## src/rtl/hazard_pkg.sv

```systemverilog
// Shared types and constants for the hazard/stall controller slice.
package hazard_pkg;

    localparam int unsigned REG_AW   = 5;
    localparam logic [4:0]  REG_ZERO = 5'd0;
    localparam int unsigned CNT_W    = 4;

    typedef enum logic [1:0] {
        RUN,
        LOAD_STALL,
        MC_BUSY
    } hz_state_t;

endpackage

```

## src/rtl/stall_counter.sv

```systemverilog
// Loadable down-counter: load wins over dec, otherwise the value holds.
module stall_counter
    import hazard_pkg::*;
#(
    parameter int unsigned W = CNT_W
) (
    input  logic         clk,
    input  logic         rst,
    input  logic         load,
    input  logic [W-1:0] load_val,
    input  logic         dec,
    output logic [W-1:0] count,
    output logic         zero
);

    always_ff @(posedge clk or posedge rst) begin
        if (rst) begin
            count <= '0;
        end else if (load) begin
            count <= load_val;
        end else if (dec) begin
            count <= count - W'(1);
        end
    end

    assign zero = (count == '0);

endmodule

```

## src/rtl/hazard_stall_controller.sv

```systemverilog
// Pipeline stall/flush sequencer for load-use, multicycle EX, taken branches and dmem waits.
// Optional perf counters are enabled with `define HAZARD_PERF_EN.
module hazard_stall_controller
    import hazard_pkg::*;
#(
    parameter int unsigned LOAD_STALL_CYCLES = 1,
    parameter int unsigned MC_LATENCY        = 4
) (
    input  logic              clk,
    input  logic              rst,
    input  logic [REG_AW-1:0] id_rs1,
    input  logic [REG_AW-1:0] id_rs2,
    input  logic              id_use_rs1,
    input  logic              id_use_rs2,
    input  logic [REG_AW-1:0] ex_rd,
    input  logic              ex_memread,
    input  logic              ex_branch_taken,
    input  logic              ex_mc_start,
    input  logic              mem_access,
    input  logic              dmem_ready,
    output logic              pc_en,
    output logic              ifid_en,
    output logic              idex_en,
    output logic              exmem_en,
    output logic              ifid_flush,
    output logic              idex_flush,
    output logic              exmem_bubble,
    output logic              busy
`ifdef HAZARD_PERF_EN
    ,
    output logic [31:0]       stall_cycles,
    output logic [31:0]       flush_events,
    output logic [31:0]       freeze_cycles
`endif
);

    localparam logic [CNT_W-1:0] LS_LOAD =
        (LOAD_STALL_CYCLES > 1) ? CNT_W'(LOAD_STALL_CYCLES - 2) : '0;
    localparam logic [CNT_W-1:0] MC_LOAD =
        (MC_LATENCY > 2) ? CNT_W'(MC_LATENCY - 2) : '0;

    hz_state_t        state, state_nx;
    logic             freeze, load_use, branch_acc;
    logic             cnt_load, cnt_dec, cnt_zero;
    logic [CNT_W-1:0] cnt, cnt_val;

    assign freeze   = mem_access && !dmem_ready;
    assign load_use = ex_memread && (ex_rd != REG_ZERO) &&
                      ((id_use_rs1 && (ex_rd == id_rs1)) ||
                       (id_use_rs2 && (ex_rd == id_rs2)));
    assign busy     = (state != RUN);

    always_comb begin
        pc_en        = 1'b1;
        ifid_en      = 1'b1;
        idex_en      = 1'b1;
        exmem_en     = 1'b1;
        ifid_flush   = 1'b0;
        idex_flush   = 1'b0;
        exmem_bubble = 1'b0;
        state_nx     = state;
        cnt_load     = 1'b0;
        cnt_val      = '0;
        cnt_dec      = 1'b0;
        branch_acc   = 1'b0;
        if (rst) begin
            {pc_en, ifid_en, idex_en, exmem_en} = '0;
            ifid_flush = 1'b1;
            idex_flush = 1'b1;
        end else if (freeze) begin
            {pc_en, ifid_en, idex_en, exmem_en} = '0;
        end else begin
            unique case (state)
                RUN: begin
                    if (ex_branch_taken) begin
                        ifid_flush = 1'b1;
                        idex_flush = 1'b1;
                        branch_acc = 1'b1;
                    end else if (ex_mc_start) begin
                        pc_en        = 1'b0;
                        ifid_en      = 1'b0;
                        idex_en      = 1'b0;
                        exmem_bubble = 1'b1;
                        if (MC_LATENCY > 2) begin
                            cnt_load = 1'b1;
                            cnt_val  = MC_LOAD;
                            state_nx = MC_BUSY;
                        end
                    end else if (load_use) begin
                        pc_en      = 1'b0;
                        ifid_en    = 1'b0;
                        idex_flush = 1'b1;
                        if (LOAD_STALL_CYCLES > 1) begin
                            cnt_load = 1'b1;
                            cnt_val  = LS_LOAD;
                            state_nx = LOAD_STALL;
                        end
                    end
                end
                LOAD_STALL: begin
                    pc_en      = 1'b0;
                    ifid_en    = 1'b0;
                    idex_flush = 1'b1;
                    if (cnt_zero) state_nx = RUN;
                    else          cnt_dec  = 1'b1;
                end
                MC_BUSY: begin
                    pc_en        = 1'b0;
                    ifid_en      = 1'b0;
                    idex_en      = 1'b0;
                    exmem_bubble = 1'b1;
                    // counter includes the current cycle here, so the op stalls MC_LATENCY-1 cycles in total
                    if (cnt <= CNT_W'(1)) state_nx = RUN;
                    if (!cnt_zero)        cnt_dec  = 1'b1;
                end
                default: state_nx = RUN;
            endcase
        end
    end

    always_ff @(posedge clk or posedge rst) begin
        if (rst) state <= RUN;
        else     state <= state_nx;
    end

    stall_counter #(.W(CNT_W)) u_stall_counter (
        .clk      (clk),
        .rst      (rst),
        .load     (cnt_load),
        .load_val (cnt_val),
        .dec      (cnt_dec),
        .count    (cnt),
        .zero     (cnt_zero)
    );

`ifdef HAZARD_PERF_EN
    always_ff @(posedge clk or posedge rst) begin
        if (rst) begin
            stall_cycles  <= '0;
            flush_events  <= '0;
            freeze_cycles <= '0;
        end else begin
            if (!pc_en)     stall_cycles  <= stall_cycles + 32'd1;
            if (branch_acc) flush_events  <= flush_events + 32'd1;
            if (freeze)     freeze_cycles <= freeze_cycles + 32'd1;
        end
    end
`endif

endmodule

```

## config.mk

```make
export PLATFORM = sky130hd
export DESIGN_NAME = hazard_stall_controller
export DESIGN_NICKNAME = d
export VERILOG_FILES = /design/src/rtl/hazard_pkg.sv /design/src/rtl/stall_counter.sv /design/src/rtl/hazard_stall_controller.sv
export SDC_FILE = /design/constraint.sdc
export NUM_CORES = 1
export LEC_CHECK = 0
export ABC_AREA = 0
export CORE_MARGIN = 2
export CORE_UTILIZATION = 35
export CTS_CLUSTER_DIAMETER = 30
export CTS_CLUSTER_SIZE = 30
export DETAILED_ROUTE_END_ITERATION = 6
export HOLD_SLACK_MARGIN = 0.05
export PLACE_DENSITY = 0.77
export SYNTH_ARGS = -nofsm -noshare
export SYNTH_HDL_FRONTEND = slang
export SYNTH_SLANG_ARGS = --single-unit
```

## constraint.sdc

```tcl
create_clock -name clk -period 2.4 [get_ports clk]
set_clock_uncertainty 0.15 [all_clocks]
set_input_delay 0.36 -clock clk [delete_from_list [all_inputs] [get_ports clk]]
set_output_delay 0.36 -clock clk [all_outputs]
set_load 0.01 [all_outputs]
```

* Word-level counts from Yosys, hierarchy flattened
Cells that the tools add are included.
Word-level totals: output and inout bits 8, logic and storage cells 75, latch bits 0, input port bits 24, bits in writable memories 0, ROM bits 0, register bits 6, memories 0
Operators by class: eq/ne operators 8, mux-type cells 47, div/mod/pow operators 0, order comparisons 1, $mul 0, bitwise gates (word level) 2, $add $sub $neg 1, shift-type cells 0, reductions and logical operators 14
Operators with widths (number):
- 1-bit two-way mux | 31
- 2-bit two-way mux | 9
- 5-bit equality test | 2
- 4-bit two-way mux | 2
- 2-bit != test, second input constant | 4
- 1-bit one-hot mux with 2 select lines | 4
- 2-bit one-hot mux with 3 select lines | 1
- 6-bit AND reduction | 1
- 1-bit logical AND | 5
- 5-bit nonzero test | 1
- 4-bit by 1-bit <= comparator with 1-bit output, second input constant | 1
- 4-bit zero test | 1
- 2-bit nonzero test | 2
- 4-bit by 1-bit subtractor with 4-bit output, second input constant | 1
- 2-bit by 1-bit equality test with 1-bit output, second input constant | 1
- 2-bit equality test, second input constant | 1
- 2-bit zero test | 1
- 1-bit NOT | 2
- 2-bit OR reduction | 1
- 1-bit zero test | 1
- 1-bit logical OR | 1

* Depth between registers and ports, before layout
depth in word-level cells 10, mapped depth 6, gate-level depth less buffers 6

* Cells and area by module
From an unflattened synthesis, not the netlist that was laid out.
Second synthesis, totals: cells, all modules 59, area total of the unflattened synthesis 503.0 um^2
Modules (own cells, without submodules):
- hazard_stall_controller | instances 1, sequential area each 25.0 um^2, area each 271.5 um^2, cells an instance 36
- stall_counter | instances 1, sequential area each 100.1 um^2, area each 231.5 um^2, cells an instance 23

* Worst setup path after synthesis
Ideal clock, no wire load.
path type input-to-output, from input port rst, to output port pc_en, arrival 1.532 ns, stages 5, data required time 1.890 ns, slack 0.358 ns, cell sequence inv_1 nand2_1 nor3_1 o31a_1 buf_4
On the way: word-level cells in the longest chain between the ends 1
Ends and longest elaborated chain:
- from (decl) | RTL line hazard_stall_controller.sv:10 | input logic rst,
- 1-bit two-way mux
- to (decl) | RTL line hazard_stall_controller.sv:21 | output logic pc_en,
No other way between the ends.

* Worst setup path after layout
from input port dmem_ready, to output port idex_en
On the way: word-level cells in the longest chain between the ends 4
Ends and longest elaborated chain:
- from (decl) | RTL line hazard_stall_controller.sv:20 | input logic dmem_ready,
- 1-bit zero test | RTL line hazard_stall_controller.sv:47 | assign freeze = mem_access && !dmem_ready;
- 1-bit logical AND | RTL line hazard_stall_controller.sv:47
- 1-bit two-way mux | RTL line hazard_stall_controller.sv:70 | end else if (freeze) begin
- 1-bit two-way mux | RTL line hazard_stall_controller.sv:66 | if (rst) begin
- to (decl) | RTL line hazard_stall_controller.sv:23 | output logic idex_en,
No other way between the ends.

==> flow_summary_export.csv <==
group,metric,value,unit
power_and_ir_drop,power-per-cell-area,641,nW/um^2
die,core_area,1350,sq um
sta,finalMaxSlewViolations,0,
die,die_y,42.5,um
power_and_ir_drop,vdd_drop_max,497,uV
critical_path,critPathCaptureType,"output pin",
drt,avgRoutedWirePerCell,13.3,um
placed_design,io_buffer_count,31,
cells_and_area,fillers,114,
critical_path,crit_fanout,2,
critical_path,startpoint,"dmem_ready",
drt,drc,0,
critical_path,crit_path_top_delay_cell,"clkdlybuf4s50_1",
placed_design,place_congestion,0.805,
critical_path,cp.depth,5,
power_and_ir_drop,total_power,0.580,mW
synth,synth.distinct_cells,30,
placed_design,pre_cts_ws,-391,ps
cells_and_area,seq_area,125,sq um
drt,antenna_left,0,
critical_path,worstSetupPathType,"primary input to output pin",
global_route,grt.total_usage,0.174,
critical_path,critPathTopFamily,"buffers and inverters",
drt,initialDrtViolationCount,8,
die,row_count,13,
sta,hold_viol_final,0,
critical_path,crit_buf_inv,2,
synth,syn-cell-area,519,sq um
sta,worst_pin_slew,326,ps
cells_and_area,postLayoutCellArea,906,sq um
die,start_util,0.385,
critical_path,critPathArrivalTime,1840,ps
critical_path,required,1890,ps
cells_and_area,antenna_cells,0,
cells_and_area,area_growth,74.5,%
global_route,grt_pass1_wl,2420,um
critical_path,path_cells,"clkdlybuf4s50_1 -> nand2b_2 -> nand2_1 -> nor3_2 -> clkdlybuf4s50_1",
placed_design,place_area,878,sq um
clocking,cts_made_buffers,3,
run,cap_violations,0,
clocking,clock-sinks,5,
min_path,min_path_type,"primary input to asynchronous set/reset pin",
cells_and_area,layout.nets,126,
clocking,insertion_delay,250,ps
global_route,grt_max_degree,9,
clocking,postCtsHoldBufs,0,
sta,clock.fmax,425,MHz
cells_and_area,drive_gt1_frac,0.192,
drt,vias,547,
sta,fin_crit_sh,0.980,
drt,routed_wl,1520,um
placed_design,dpl.hpwl,1190,um
synth,synth-seq-area-share,0.241,
clocking,tritoncts,"yes",
die,io_pins,32,
critical_path,crit_path_frequent_cell,"clkdlybuf4s50_1",
synth,yosys-top-cells-area,"dfrtp_1, xor2_1, xnor2_1",
clocking,root_buffer,"clkbuf_4",
critical_path,worstSetupStartpointType,"primary input",
drt,vias_per_cell,4.80,
global_route,antenna_found_initial,0,
sta,finalSetupViolCount,0,
sta,finalCriticalPeriod,2350,ps
critical_path,slowest_delay,580,ps
critical_path,worstRegToRegCells,6,
synth,ys.warnings.count,0,
synth,yosysTopAreaCell,"dfrtp_1",
critical_path,worstReg2RegStart,"u_stall_counter.count[0]$_DFFE_PP0P_",
synth,ys_ff_latch,5,
clocking,h-tree-depth,1,
die,die_w,42.5,um
drt,drt_first_pass_iters,4,
global_route,grt_pass1_vias,543,
synth,syn_avg_cell_area,8.80,sq um
sta,max-slew-margin-rel,0.782,
clocking,clkTransAtPathRegs,50,ps
status,outcome,"finished clean",
sta,setup_slack,49.1,ps
cells_and_area,multiInputGateArea,377,sq um
clocking,ctsLongestPathBuffers,2,
power_and_ir_drop,p_leak,0.404,nW
global_route,grt-ovfl-total,0,
die,fp.dieArea,1810,sq um
synth,synth_nets,85,
synth,syn_inst,59,
synth,synth_top_area_share,0.241,
cell usage after synthesis (all sizes together):
master / instances
a211o: 1
a21oi: 2
a32oi: 1
and2: 1
and4: 1
buf: 1
dfrtp: 5
ha: 2
inv: 5
nand2: 3
nand2b: 2
nand3b: 2
nand4: 1
nor2: 5
nor2b: 2
nor3: 2
nor3b: 1
nor4: 2
o21ai: 2
o21bai: 1
o31a: 1
o41ai: 2
or3: 1
or3b: 1
or4: 1
xnor2: 3
xor2: 8
sequential cells by signal, summed over array words and instances, names as in the netlist:
name and cells:
u_stall_counter.count 4, state 1
through the flow:
step | setup TNS (ps) | cells | utilization | hold WS [ps]
3_5_place_dp | -1110 | 109 | 0.651 | 387
5_1_grt | -11.0 | 114 | 0.671 | 297
6_report | 0 | 114 | 0.671 | 261
2_1_floorplan | 0 | 59 | - | 39.2
3_3_place_gp | -1060 | 109 | 0.651 | 377
4_1_cts | 0 | 114 | 0.664 | 260
area by class of cell:
class                   count  area share
multi-input cells          48       0.416
repair buffers             37       0.376
flip-flops and latches      5       0.138
clock buffers               4      0.0290
inverters                   5      0.0207
well taps                  15      0.0207
kinds of logic (layout without fill, tap and decap cells):
group / count (synthesis) / in the layout / synth area share
compound gates: 10 / 10 / 0.137
xor+xnor: 11 / 11 / 0.186
fa+ha+maj: 2 / 2 / 0.0482
buf+inv: 6 / 46 / 0.0506
flops: 5 / 5 / 0.241
simple gates: 25 / 25 / 0.337
worst reg2reg max path, delay by kind of cell (launching register included):
kind,cells,cell delay (ps)
simple gates,3,710
flops,1,430
fa+ha+maj,1,180
xor+xnor,1,140
buf+inv,1,80
repair_timing:
item                       4_1_cts  5_1_grt
setup endpoints to repair        3        2
gates resized for setup         17        3
buffers inserted                 1        0
pin swaps                        4        4
where the power goes:
group | internal [mW] | switching, mW | total [mW]
registers | 0.121 | 0.0595 | 0.181
logic | 0.168 | 0.132 | 0.300
clock network | 0.0630 | 0.0365 | 0.0994
total | 0.353 | 0.228 | 0.580
final timing paths:
| path | end | slack (ps) |
|---|---|---|
| worst max-delay path | idex_en | 50 |
| worst min-delay path | u_stall_counter.count[2]$_DFFE_PP0P_ | 260 |
| worst max register to register | u_stall_counter.count[0]$_DFFE_PP0P_ | 580 |
| worst min register to register | u_stall_counter.count[1]$_DFFE_PP0P_ | 400 |
| max in group asynchronous | u_stall_counter.count[1]$_DFFE_PP0P_ | 1700 |
| min in group clk | u_stall_counter.count[1]$_DFFE_PP0P_ | 400 |
routing by layer:
layer	vias to the layer above	global-route usage	part of all wire
li1	287	-	-
met1	244	0.230	0.45
met2	16	0.289	0.50
met3	0	0.0647	0.049
met4	0	0	0
met5	-	0	0
layout by cell type, fill, tap and decap left out, types with 2 or more instances in the layout:
cell / Yosys / routed
dlygate4sd2_1: 0 / 4
nand3b_1: 2 / 2
nor2_1: 5 / 5
xor2_1: 8 / 8
a21oi_1: 2 / 2
nor2b_1: 2 / 2
xnor2_1: 3 / 3
o41ai_1: 2 / 2
buf_2: 0 / 3
clkbuf_4: 0 / 3
buf_4: 1 / 6
dfrtp_1: 5 / 5
ha_1: 2 / 2
inv_1: 5 / 5
nand2_1: 3 / 3
dlymetal6s2s_1: 0 / 2
clkdlybuf4s50_1: 0 / 22
(Power assumes the default switching activity.)
